==> config.mk <==
export PLATFORM = sky130hd
export DESIGN_NAME = uart_alu_engine
export DESIGN_NICKNAME = d
export VERILOG_FILES = /design/src/rtl/uart_alu_pkg.sv /design/src/rtl/uart_alu_engine_pwm.sv /design/src/rtl/uart_alu_engine.sv
export SDC_FILE = /design/constraint.sdc
export NUM_CORES = 1
export LEC_CHECK = 0
export BUFFER_PORTS_ARGS = -buffer_cell sky130_fd_sc_hd__buf_2
export CAP_MARGIN = 5
export CORE_MARGIN = 1.5
export CORE_UTILIZATION = 50
export CTS_CLUSTER_DIAMETER = 30
export CTS_CLUSTER_SIZE = 10
export DETAILED_ROUTE_END_ITERATION = 12
export GPL_TIMING_DRIVEN = 0
export HOLD_SLACK_MARGIN = 0.1
export PLACE_DENSITY = 0.63
export SLEW_MARGIN = 20
export SYNTH_ARGS = -nofsm -noshare
export SYNTH_HDL_FRONTEND = slang
export SYNTH_SLANG_ARGS = --single-unit
==> constraint.sdc <==
create_clock -name clk -period 3 [get_ports clk]
set_input_delay 0.45 -clock clk [delete_from_list [all_inputs] [get_ports clk]]
set_output_delay 0.45 -clock clk [all_outputs]
set_load 0.05 [all_outputs]
==> src/rtl/uart_alu_pkg.sv <==
// Shared types and constants for the UART-driven ALU engine:
// operation codes, frame states, frame header and flag bit positions.
package uart_alu_pkg;

    typedef enum logic [2:0] {
        OP_ADD = 3'd0,
        OP_SUB = 3'd1,
        OP_AND = 3'd2,
        OP_OR  = 3'd3,
        OP_XOR = 3'd4,
        OP_SHL = 3'd5,
        OP_SHR = 3'd6,
        OP_SAR = 3'd7
    } alu_op_e;

    typedef enum logic [2:0] {
        ST_IDLE = 3'd0,
        ST_OPC  = 3'd1,
        ST_OPA  = 3'd2,
        ST_OPB  = 3'd3,
        ST_EXEC = 3'd4
    } frame_state_e;

    localparam logic [7:0] HEADER_BYTE = 8'hA5;

    localparam int FLAG_Z = 0;
    localparam int FLAG_N = 1;
    localparam int FLAG_C = 2;
    localparam int FLAG_V = 3;

endpackage

==> src/rtl/uart_alu_engine_pwm.sv <==
// Free-running PWM generator. The duty shadow register only reloads when the
// counter wraps, so every period is complete and the output never glitches.
module pwm_gen #(
    parameter int PWM_BITS = 8
) (
    input  logic                clk,
    input  logic                rst,
    input  logic [PWM_BITS-1:0] duty_in,
    output logic                pwm_out
);

    logic [PWM_BITS-1:0] cnt;
    logic [PWM_BITS-1:0] duty;

    always_ff @(posedge clk) begin
        if (rst) begin
            cnt     <= '0;
            duty    <= '0;
            pwm_out <= 1'b0;
        end else begin
            cnt     <= cnt + 1'b1;
            if (cnt == '1) begin
                duty <= duty_in;
            end
            pwm_out <= (cnt < duty);
        end
    end

endmodule

==> src/rtl/uart_alu_engine.sv <==
// Byte-stream command engine: parses A5/opcode/A/B frames from the UART
// receiver, executes them on a registered ALU and drives a PWM from the result.
module uart_alu_engine
    import uart_alu_pkg::*;
#(
    parameter int WIDTH          = 8,
    parameter int PWM_BITS       = 8,
    parameter int TIMEOUT_CYCLES = 100000
) (
    input  logic             clk,
    input  logic             rst,
    input  logic [7:0]       rx_data,
    input  logic             rx_valid,
    output logic [WIDTH-1:0] result,
    output logic [3:0]       flags,
    output logic             done,
    output logic             busy,
    output logic             err_timeout,
    output logic             pwm_out
);

    localparam int NB  = WIDTH / 8;
    localparam int SHW = $clog2(WIDTH);
    localparam int TW  = $clog2(TIMEOUT_CYCLES + 1);

    localparam logic [2:0] S_IDLE = ST_IDLE;
    localparam logic [2:0] S_OPC  = ST_OPC;
    localparam logic [2:0] S_OPA  = ST_OPA;
    localparam logic [2:0] S_OPB  = ST_OPB;
    localparam logic [2:0] S_EXEC = ST_EXEC;

    logic [2:0]       state;
    alu_op_e          op_q;
    logic             chain_q;
    logic [WIDTH-1:0] a_q;
    logic [WIDTH-1:0] b_q;
    logic [2:0]       byte_cnt;
    logic [TW-1:0]    tmo_cnt;

    logic [WIDTH-1:0] op_a;
    logic [SHW-1:0]   sh;
    logic [WIDTH:0]   ext;
    logic [WIDTH-1:0] alu_res;
    logic             alu_c;
    logic             alu_v;
    logic [3:0]       alu_flags;
    logic             last_byte;

    // Chain mode reuses the current result; it cannot change mid-frame.
    assign op_a      = chain_q ? result : a_q;
    assign sh        = b_q[SHW-1:0];
    assign last_byte = (byte_cnt == 3'(NB - 1));

    always_comb begin
        ext     = '0;
        alu_res = '0;
        alu_c   = 1'b0;
        alu_v   = 1'b0;
        case (op_q)
            OP_ADD: begin
                ext     = {1'b0, op_a} + {1'b0, b_q};
                alu_res = ext[WIDTH-1:0];
                alu_c   = ext[WIDTH];
                alu_v   = (op_a[WIDTH-1] == b_q[WIDTH-1]) && (alu_res[WIDTH-1] != op_a[WIDTH-1]);
            end
            OP_SUB: begin
                ext     = {1'b0, op_a} - {1'b0, b_q};
                alu_res = ext[WIDTH-1:0];
                alu_c   = ext[WIDTH];
                alu_v   = (op_a[WIDTH-1] != b_q[WIDTH-1]) && (alu_res[WIDTH-1] != op_a[WIDTH-1]);
            end
            OP_AND: alu_res = op_a & b_q;
            OP_OR:  alu_res = op_a | b_q;
            OP_XOR: alu_res = op_a ^ b_q;
            // Shifts carry one guard bit so the last bit shifted out lands in ext.
            OP_SHL: begin
                ext     = {1'b0, op_a} << sh;
                alu_res = ext[WIDTH-1:0];
                alu_c   = ext[WIDTH];
            end
            OP_SHR: begin
                ext     = {op_a, 1'b0} >> sh;
                alu_res = ext[WIDTH:1];
                alu_c   = ext[0];
            end
            OP_SAR: begin
                ext     = $signed({op_a, 1'b0}) >>> sh;
                alu_res = ext[WIDTH:1];
                alu_c   = ext[0];
            end
            default: alu_res = '0;
        endcase
    end

    always_comb begin
        alu_flags         = '0;
        alu_flags[FLAG_Z] = (alu_res == '0);
        alu_flags[FLAG_N] = alu_res[WIDTH-1];
        alu_flags[FLAG_C] = alu_c;
        alu_flags[FLAG_V] = alu_v;
    end

    always_ff @(posedge clk) begin
        if (rst) begin
            state       <= S_IDLE;
            op_q        <= OP_ADD;
            chain_q     <= 1'b0;
            a_q         <= '0;
            b_q         <= '0;
            byte_cnt    <= '0;
            tmo_cnt     <= '0;
            result      <= '0;
            flags       <= '0;
            done        <= 1'b0;
            busy        <= 1'b0;
            err_timeout <= 1'b0;
        end else begin
            done        <= 1'b0;
            err_timeout <= 1'b0;
            case (state)
                S_IDLE: begin
                    tmo_cnt <= '0;
                    if (rx_valid && rx_data == HEADER_BYTE) begin
                        state <= S_OPC;
                        busy  <= 1'b1;
                    end
                end
                S_OPC, S_OPA, S_OPB: begin
                    // An arriving byte beats a timeout expiring in the same cycle.
                    if (rx_valid) begin
                        tmo_cnt <= '0;
                        if (state == S_OPC) begin
                            op_q     <= alu_op_e'(rx_data[2:0]);
                            chain_q  <= rx_data[3];
                            a_q      <= '0;
                            b_q      <= '0;
                            byte_cnt <= '0;
                            state    <= rx_data[3] ? S_OPB : S_OPA;
                        end else if (state == S_OPA) begin
                            a_q <= (a_q << 8) | WIDTH'(rx_data);
                            if (last_byte) begin
                                byte_cnt <= '0;
                                state    <= S_OPB;
                            end else begin
                                byte_cnt <= byte_cnt + 3'd1;
                            end
                        end else begin
                            b_q <= (b_q << 8) | WIDTH'(rx_data);
                            if (last_byte) begin
                                byte_cnt <= '0;
                                state    <= S_EXEC;
                            end else begin
                                byte_cnt <= byte_cnt + 3'd1;
                            end
                        end
                    end else if (tmo_cnt == TW'(TIMEOUT_CYCLES - 1)) begin
                        tmo_cnt     <= '0;
                        state       <= S_IDLE;
                        busy        <= 1'b0;
                        err_timeout <= 1'b1;
                    end else begin
                        tmo_cnt <= tmo_cnt + 1'b1;
                    end
                end
                S_EXEC: begin
                    result <= alu_res;
                    flags  <= alu_flags;
                    done   <= 1'b1;
                    busy   <= 1'b0;
                    state  <= S_IDLE;
                end
                default: state <= S_IDLE;
            endcase
        end
    end

    pwm_gen #(
        .PWM_BITS(PWM_BITS)
    ) u_pwm (
        .clk     (clk),
        .rst     (rst),
        .duty_in (result[WIDTH-1 -: PWM_BITS]),
        .pwm_out (pwm_out)
    );

endmodule

==> results of run 1 <==
-- worst paths after layout --
path	from	endpoint	slack, ns	cells past startpoint
worst max register to register	chain_q	flags[0]	-0.01	12
worst max-delay path	chain_q	flags[0]	-0.01	12
worst min-delay path	rx_valid	err_timeout	0.38	2
worst min register to register	u_pwm.cnt[0]	u_pwm.cnt[0]	0.46	1
-- registers in the layout, summed over array words and instances (netlist names) --
register,count
result,7
tmo_cnt,17
op_q,3
u_pwm.pwm_out,1
byte_cnt,3
done,1
state,3
u_pwm.duty,8
chain_q,1
busy,1
flags,4
a_q,8
b_q,8
err_timeout,1
u_pwm.cnt,8
-- per-stage QoR --
| step | total power [mW] | util |
|---|---|---|
| after detailed placement | 1.55 | 0.550 |
| after CTS | 2.45 | 0.601 |
| after global routing | 2.60 | 0.630 |
| final | 2.50 | 0.630 |
| after global placement | 1.54 | 0.550 |
| after floorplan | 1.40 | - |
-- layer usage --
layer  GRT usage  wire length [um]  vias up
met2       0.429              6880      194
met1       0.421              7490     2392
li1            -                 -     2389
met5           0                 0        -
met4      0.0893               271        0
met3      0.0802              1320       27
-- power by group --
group / leakage (nW) / switching (mW) / internal (mW)
combinational: 1.52 / 0.383 / 0.246
clock: 0.105 / 0.381 / 0.466
sequential: 0.599 / 0.0193 / 1.00
total: 2.23 / 0.784 / 1.72
-- final cells by class --
cell class | count | area (um2)
well taps | 133 | 166
repair buffers | 52 | 364
fillers | 854 | 3650
clock buffers | 9 | 124
flip-flops and latches | 74 | 1490
plain buffers | 27 | 130
clock inverters | 7 | 93.8
multi-input cells | 493 | 3690
inverters | 38 | 155
-- worst reg2reg max path, cell delays in order (launching register included) --
cell       delay (ns)
dfxtp_4          0.36
buf_4            0.12
buf_16           0.12
buf_4            0.12
mux2i_4          0.33
inv_4            0.13
o211ai_4         0.20
a211oi_2         0.13
or4_4            0.55
a2bb2oi_2        0.18
nor4_1           0.27
nand2_1          0.17
o31ai_2          0.27
-- kinds of logic after synthesis --
group           synth area share
mux                       0.0849
xor+xnor                  0.0444
fa+ha+maj                  0.108
simple gates               0.223
buf+inv                   0.0515
flops                      0.289
compound gates             0.200
-- cell usage in the layout, fill, tap and decap left out, types with 5 or more instances in the layout --
cell	instances
o22ai_1	8
nor2_1	82
o21ai_0	22
nor3_1	18
a22oi_1	14
a21o_1	9
nand2_1	56
xor2_1	15
buf_2	29
inv_1	27
nand2b_1	7
or3_1	9
inv_2	6
mux2i_4	8
ha_4	6
clkbuf_8	9
ha_1	30
nand4_1	8
a211oi_1	5
inv_4	5
mux2i_1	14
clkbuf_1	19
nor2b_1	11
xnor2_1	10
buf_4	25
nand3_1	26
dfxtp_1	72
and3_1	5
ha_2	5
mux4_2	5
a21oi_1	42
-- timing repair --
action / CTS / global route
setup endpoints to repair: 7 / 6
pin swaps: 4 / 19
hold buffers: 0 / 0
buffers inserted: 16 / 10
endpoints found under the hold margin: 0 / 0
resized for setup: 27 / 39
cloned: 1 / 0
==> results.tsv, run 1 <==
metric	value	unit
place_ws	-0.472	ns
syn_inst	632	
drt_iter0_markers	362	
status	finished, violations left	
relSlewSlack	0.251	
cpLargestDelayFamily	simple AND/OR/NAND/NOR gates	
required	3.27	ns
synth_nets	686	
clkSinkCount	74	
final_layout_size_suffix_gt1_frac	0.213	
ir_drop	270	uV
cpMaxStageDelayCell	or4_4	
worst_slack	-0.0115	ns
start_kind	register	
cts_tree	done	
cp_num_buf_inv	4	
synth_seq_cells	74	
synth_edf_count	0	
period_needed	3.01	ns
dr.pass1.iters	6	
yosysMostFrequentCell	nor2_1	
yosys.area.top_type_share	0.289	
dp_cells	790	
clock_skew	0.00830	ns
track_usage	0.294	
grt_pass1_vias	4727	
drv_slew	0	
ios	27	
areaGrowthSynthToFinish	21.2	%
crit_fanout	7	
clockBufferDepth	2	
synthFlopType	dfxtp_1	
die_h	104	um
yosysTopAreaCell	dfxtp_1	
total_leakage_power	2.23	nW
clkLatencyLatePin	0.35	ns
synthTopCellsByCount	nor2_1 (82), dfxtp_1 (74), nand2_1 (56), a21oi_1 (46), ha_1 (41)	
fp.dieW	104	um
die-area	10900	um2
cp_cell_sequence	buf_4 > buf_16 > buf_4 > mux2i_4 > inv_4 > o211ai_4 > a211oi_2 > or4_4 > a2bb2oi_2 > nor4_1 > nand2_1 > o31ai_2	
crit_top_cell	buf_4	
h-tree-depth	3	
syn_area	5130	um2
antennaDiodeCount	0	
yosysWarnings	0	
synth.avg_cell_area	8.12	um2
design_area	6220	um2
drc	0	
setup_tns	-0.0115	ns
arrival	3.28	ns
io_buffers	25	
ys_seq_area_frac	0.289	
final_hold_viol_count	0	
numCtsBuffers	9	
cts_root_buf	clkbuf_8	
path_clk_slew	0.08	ns
place_area	5420	um2
synth.top_cells.by_area	dfxtp_1 (29%), ha_1 (10%), nor2_1 (6.0%)	
start_util	0.520	
grt_antenna_before_repair	0	
rows	36	
rsz0062_at_grt	yes	
place.gp.congestion	0.975	
wire_per_inst	19.2	um
grt_max_degree	14	
holdWs	0.383	ns
violations	negative setup slack	
min_path_type	input port to register	
dp_hpwl	11700	um
setup_violations	1	
synth.distinct_cells	71	
worst-slew-pin-transition	1.12	ns
clock.fmax	332	MHz
fin_crit_sh	1.00	
num-nets-final	749	
fin_cells	833	
wl	16000	um
grt-ovfl-total	0	
postRouteAntennaNets	0	
power_density	402	nW/um2
slowest_delay	0.55	ns
maxCapViolCount	0	
vias	5002	
synth-async-reset-ratio	0	
crit_type	register to register	
core_area	9860	um2
vias_per_cell	6.00	
grt_pass1_wl	25100	um
critPathCaptureType	register	
No activity file was read; power rests on OpenSTA's default activity.
==> run 2: changes to the inputs <==
--- a/config.mk
+++ b/config.mk
@@ -8,13 +8,13 @@
 export BUFFER_PORTS_ARGS = -buffer_cell sky130_fd_sc_hd__buf_2
 export CAP_MARGIN = 5
 export CORE_MARGIN = 1.5
-export CORE_UTILIZATION = 50
+export CORE_UTILIZATION = 45
 export CTS_CLUSTER_DIAMETER = 30
 export CTS_CLUSTER_SIZE = 10
 export DETAILED_ROUTE_END_ITERATION = 12
 export GPL_TIMING_DRIVEN = 0
 export HOLD_SLACK_MARGIN = 0.1
-export PLACE_DENSITY = 0.63
+export PLACE_DENSITY = 0.58
 export SLEW_MARGIN = 20
 export SYNTH_ARGS = -nofsm -noshare
 export SYNTH_HDL_FRONTEND = slang
==> run 2 against run 1 <==
  * Clock skew is 0.0016 ns lower
  * The flow now finishes without violations
  * Sequential share of layout area down 0.22 points
  * Critical path depth fell by 3
==> results.tsv, run 2 (synthesis results as in run 1) <==
metric	value	unit
dr.pass1.iters	6	
setup_violations	0	
grt-ovfl-total	0	
clkLatencyLatePin	0.34	ns
io_buffers	25	
wire_per_inst	19.0	um
dp_hpwl	11800	um
maxCapViolCount	0	
h-tree-depth	3	
final_common_cell	nor2_1	
vias	5018	
arrival	3.19	ns
place_area	5430	um2
grt_max_degree	13	
design_area	6260	um2
ir_drop	423	uV
power.switching	0.810	mW
start_kind	register	
critPathCaptureType	register	
wl	16000	um
place.gp.congestion	1.02	
cts_root_buf	clkbuf_16	
relSlewSlack	0.306	
total_leakage_power	2.28	nW
clock.fmax	338	MHz
path_clk_slew	0.06	ns
pwr-share-seq	0.393	
clkPwrFrac	0.373	
die-area	12000	um2
worst-slew-pin-transition	1.03	ns
fp.dieW	110	um
grt_antenna_before_repair	0	
final_hold_viol_count	0	
period_needed	2.96	ns
ios	27	
final_layout_size_suffix_gt1_frac	0.213	
core_area	11000	um2
rows	38	
numCtsBuffers	9	
num-nets-final	754	
die_h	110	um
cts_tree	done	
fill_cells	1026	
fin_crit_sh	0.986	
drv_slew	0	
grt_pass1_wl	24800	um
switching_share	0.310	
p_comb_frac	0.234	
areaGrowthSynthToFinish	22.1	%
status	completed	
min_path_type	input port to register	
crit_type	register to register	
start_util	0.467	
power_density	416	nW/um2
grt_pass1_vias	4604	
largest_reg_flops	17	
crit_fanout	10	
vias_per_cell	5.94	
regMostFlops	tmo_cnt	
drt_iter0_markers	362	
required	3.23	ns
power	2.61	mW
intPower	1.80	mW
clock_skew	0.00669	ns
clockBufferDepth	2	
layout_common_cells	nor2_1 (82), dfxtp_1 (72), nand2_1 (56)	
drc	0	
track_usage	0.275	
antennaDiodeCount	0	
postRouteAntennaNets	0	
clkSinkCount	74	
-- run 2: changes by cell type in the layout (fill, tap and decap cells not counted), sizes merged --
| cell | delta |
|---|---|
| buf | +6 |
| bufinv | -2 |
| clkbuf | +1 |
| clkinv | +1 |
| clkinvlp | -1 |
-- run 2: power by group through the flow --
stage | combinational (mW) | clock [mW] | sequential (mW)
after floorplan | 0.355 | 0 | 1.05
after global routing | 0.651 | 1.03 | 1.03
after detailed placement | 0.504 | 0 | 1.04
after CTS | 0.533 | 0.984 | 1.02
final | 0.611 | 0.973 | 1.02
after global placement | 0.499 | 0 | 1.04
-- run 2: through the flow --
step	setup slack, ns	hold WS, ns	utilization	cells	setup TNS, ns
after floorplan	0.0765	0.425	-	632	0
after global placement	-0.430	0.441	0.494	797	-1.39
after detailed placement	-0.404	0.457	0.494	797	-1.34
after CTS	-0.0338	0.381	0.536	827	-0.0623
after global routing	-0.0319	0.395	0.570	845	-0.0597
final	0.0410	0.393	0.570	845	0
-- run 2: metal layers --
| layer | up-vias | part of all wire | track usage |
|---|---|---|---|
| li1 | 2398 | - | - |
| met3 | 36 | 0.073 | 0.0800 |
| met5 | - | 0 | 0 |
| met4 | 0 | 0.022 | 0.0686 |
| met2 | 191 | 0.44 | 0.416 |
| met1 | 2393 | 0.47 | 0.383 |
-- run 2: worst max-delay path: stages (launching register included) --
cell and delay (ns):
dfxtp_1 0.30, buf_2 0.17, nor2b_1 0.47, nand3_1 0.36
a2111oi_0 0.75, nor4_1 0.11, a22oi_1 0.38, nor4_2 0.10
nand2_1 0.14, o31ai_2 0.07
-- run 2: worst paths after layout --
path,slack (ns),to,from,cells after the start
setup / recovery,0.04,flags[0],op_q[2],9
hold / removal,0.39,err_timeout,rx_valid,2
setup reg to reg,0.04,flags[0],op_q[2],9
hold reg to reg,0.46,u_pwm.cnt[0],u_pwm.cnt[0],1
-- run 2: what timing repair did --
action	CTS	global route
gates resized for setup	18	45
pin swaps	4	12
setup endpoints to repair	7	5
setup buffers	14	18
hold buffers	0	0
-- run 2: layout make-up --
class | count | area, um2 | share of cell area
Inverter | 38 | 153 | 0.0244
Multi-Input combinational cell | 493 | 3650 | 0.583
Buffer | 27 | 131 | 0.0210
Clock inverter | 5 | 31.3 | 0.00499
Clock buffer | 11 | 233 | 0.0372
Tap cell | 140 | 175 | 0.0280
Sequential cell | 74 | 1490 | 0.237
Timing Repair Buffer | 57 | 402 | 0.0641
==> run 3: changes to the inputs <==
--- a/config.mk
+++ b/config.mk
@@ -14,6 +14,7 @@
 export DETAILED_ROUTE_END_ITERATION = 12
 export GPL_TIMING_DRIVEN = 0
 export HOLD_SLACK_MARGIN = 0.1
+export MAX_ROUTING_LAYER = met4
 export PLACE_DENSITY = 0.58
 export SLEW_MARGIN = 20
 export SYNTH_ARGS = -nofsm -noshare
==> run 3 against run 2 <==
  * Die area stayed put
  * Total power increased by 11%
  * Global-route usage rose by 1.7 points
  * Non-clock buffer count fell by 8
  * Flip-flop and latch count unchanged
  * Worst hold slack improved by 0.0042 ns
  * Maximum frequency down 0.98%
  * Sequential share of layout area fell by 0.19 points
  * Core utilization increased by 0.46 points
  * Cell count decreased by 0.95%
  * Via count grew 0.48%
==> results.tsv, run 3 (synthesis results as in run 1) <==
metric	value	unit
fp.dieW	110	um
cts_root_buf	clkbuf_16	
rows	38	
die_h	110	um
dp_cells	797	
crit_fanout	10	
core_area	11000	um2
clock_skew	0.00746	ns
final_common_cell	nor2_1	
num-nets-final	746	
arrival	3.24	ns
fill_cells	1001	
layout_common_cells	nor2_1 (82), dfxtp_1 (72), nand2_1 (55)	
setup_tns	0	ns
regMostFlops	tmo_cnt	
ios	27	
largest_reg_flops	17	
wl	16200	um
antennaDiodeCount	0	
final_layout_size_suffix_gt1_frac	0.212	
cpMaxStageDelayCell	or4_4	
min_path_type	input port to register	
required	3.25	ns
place.gp.congestion	1.01	
cpLargestDelayFamily	simple AND/OR/NAND/NOR gates	
numCtsBuffers	9	
relSlewSlack	0.292	
power_density	459	nW/um2
die-area	12000	um2
vias_per_cell	6.02	
vias	5042	
crit_type	register to register	
wire_per_inst	19.4	um
drt_iter0_markers	460	
h-tree-depth	3	
rsz0062_at_grt	yes	
critPathCaptureType	register	
cp_num_buf_inv	2	
clock.fmax	335	MHz
holdWs	0.397	ns
grt_antenna_before_repair	0	
grt_max_degree	13	
fin_cells	837	
areaGrowthSynthToFinish	23.1	%
clkSinkCount	74	
grt-ovfl-total	0	
total_leakage_power	2.30	nW
clkLatencyLatePin	0.34	ns
start_kind	register	
slowest_delay	0.55	ns
worst-slew-pin-transition	1.05	ns
drv_slew	0	
track_usage	0.292	
ir_drop	396	uV
period_needed	2.99	ns
io_buffers	25	
setup_violations	0	
power	2.90	mW
status	completed	
dr.pass1.iters	7	
maxCapViolCount	0	
dp_hpwl	12100	um
path_clk_slew	0.06	ns
final_hold_viol_count	0	
start_util	0.467	
fin_crit_sh	0.996	
grt_pass1_vias	4591	
postRouteAntennaNets	0	
cts_tree	done	
grt_pass1_wl	25200	um
clockBufferDepth	2	
cp_cell_sequence	buf_12 > mux2i_4 > inv_4 > ha_1 > a22oi_2 > o32ai_1 > or4_4 > or3_1 > o211a_4 > o31ai_2	
drc	0	
## run 3: cell count changes in the layout (fill, tap and decap cells not counted), sizes merged
cell / previous run / this run
clkinvlp: 1 / 0
clkinv: 4 / 2
bufinv: 0 / 3
buf: 65 / 57
## run 3: per-layer routing
layer | track usage | wire length, um | up-vias
li1 | - | - | 2388
met1 | 0.412 | 7640 | 2428
met2 | 0.410 | 7000 | 204
met3 | 0.0711 | 1280 | 22
met4 | 0.0872 | 301 | 0
met5 | - | 0 | -
## run 3: through the flow
stage | instance area [um2] | utilization | worst slack (ns)
finish | 6310 | 0.575 | 0.0118
global route | 6310 | 0.575 | -0.0538
CTS | 6160 | 0.561 | -0.0292
detailed placement | 5430 | 0.494 | -0.480
global placement | 5430 | 0.494 | -0.462
floorplan | 5130 | - | 0.0765
## run 3: power breakdown
part	internal, mW	switching (mW)	total, mW
clock network	0.854	0.402	1.26
registers	1.01	0.0212	1.03
logic	0.235	0.381	0.615
total	2.09	0.804	2.90
## run 3: cell type report
type                            count  area (um2)  share of cell area
Buffer                             27         131              0.0208
Multi-Input combinational cell    493        3670               0.581
Timing Repair Buffer               49         349              0.0553
Clock buffer                       11         253              0.0400
Sequential cell                    74        1490               0.235
Clock inverter                      5         100              0.0159
Tap cell                          140         175              0.0277
Inverter                           38         148              0.0234
## run 3: path summary, 6_finish.rpt
path | start | to | slack [ns] | depth (start not counted)
max | chain_q | flags[0] | 0.01 | 10
min | rx_valid | err_timeout | 0.40 | 2
max reg2reg | chain_q | flags[0] | 0.01 | 10
min reg2reg | u_pwm.cnt[0] | u_pwm.cnt[0] | 0.46 | 1
## run 3: what timing repair did
| item | in CTS | in global routing |
|---|---|---|
| pin swaps | 11 | 14 |
| gates cloned | 1 | 0 |
| resized for setup | 40 | 25 |
| buffers inserted | 18 | 5 |
| hold buffers | 0 | 0 |
| endpoints found under the setup margin | 7 | 5 |
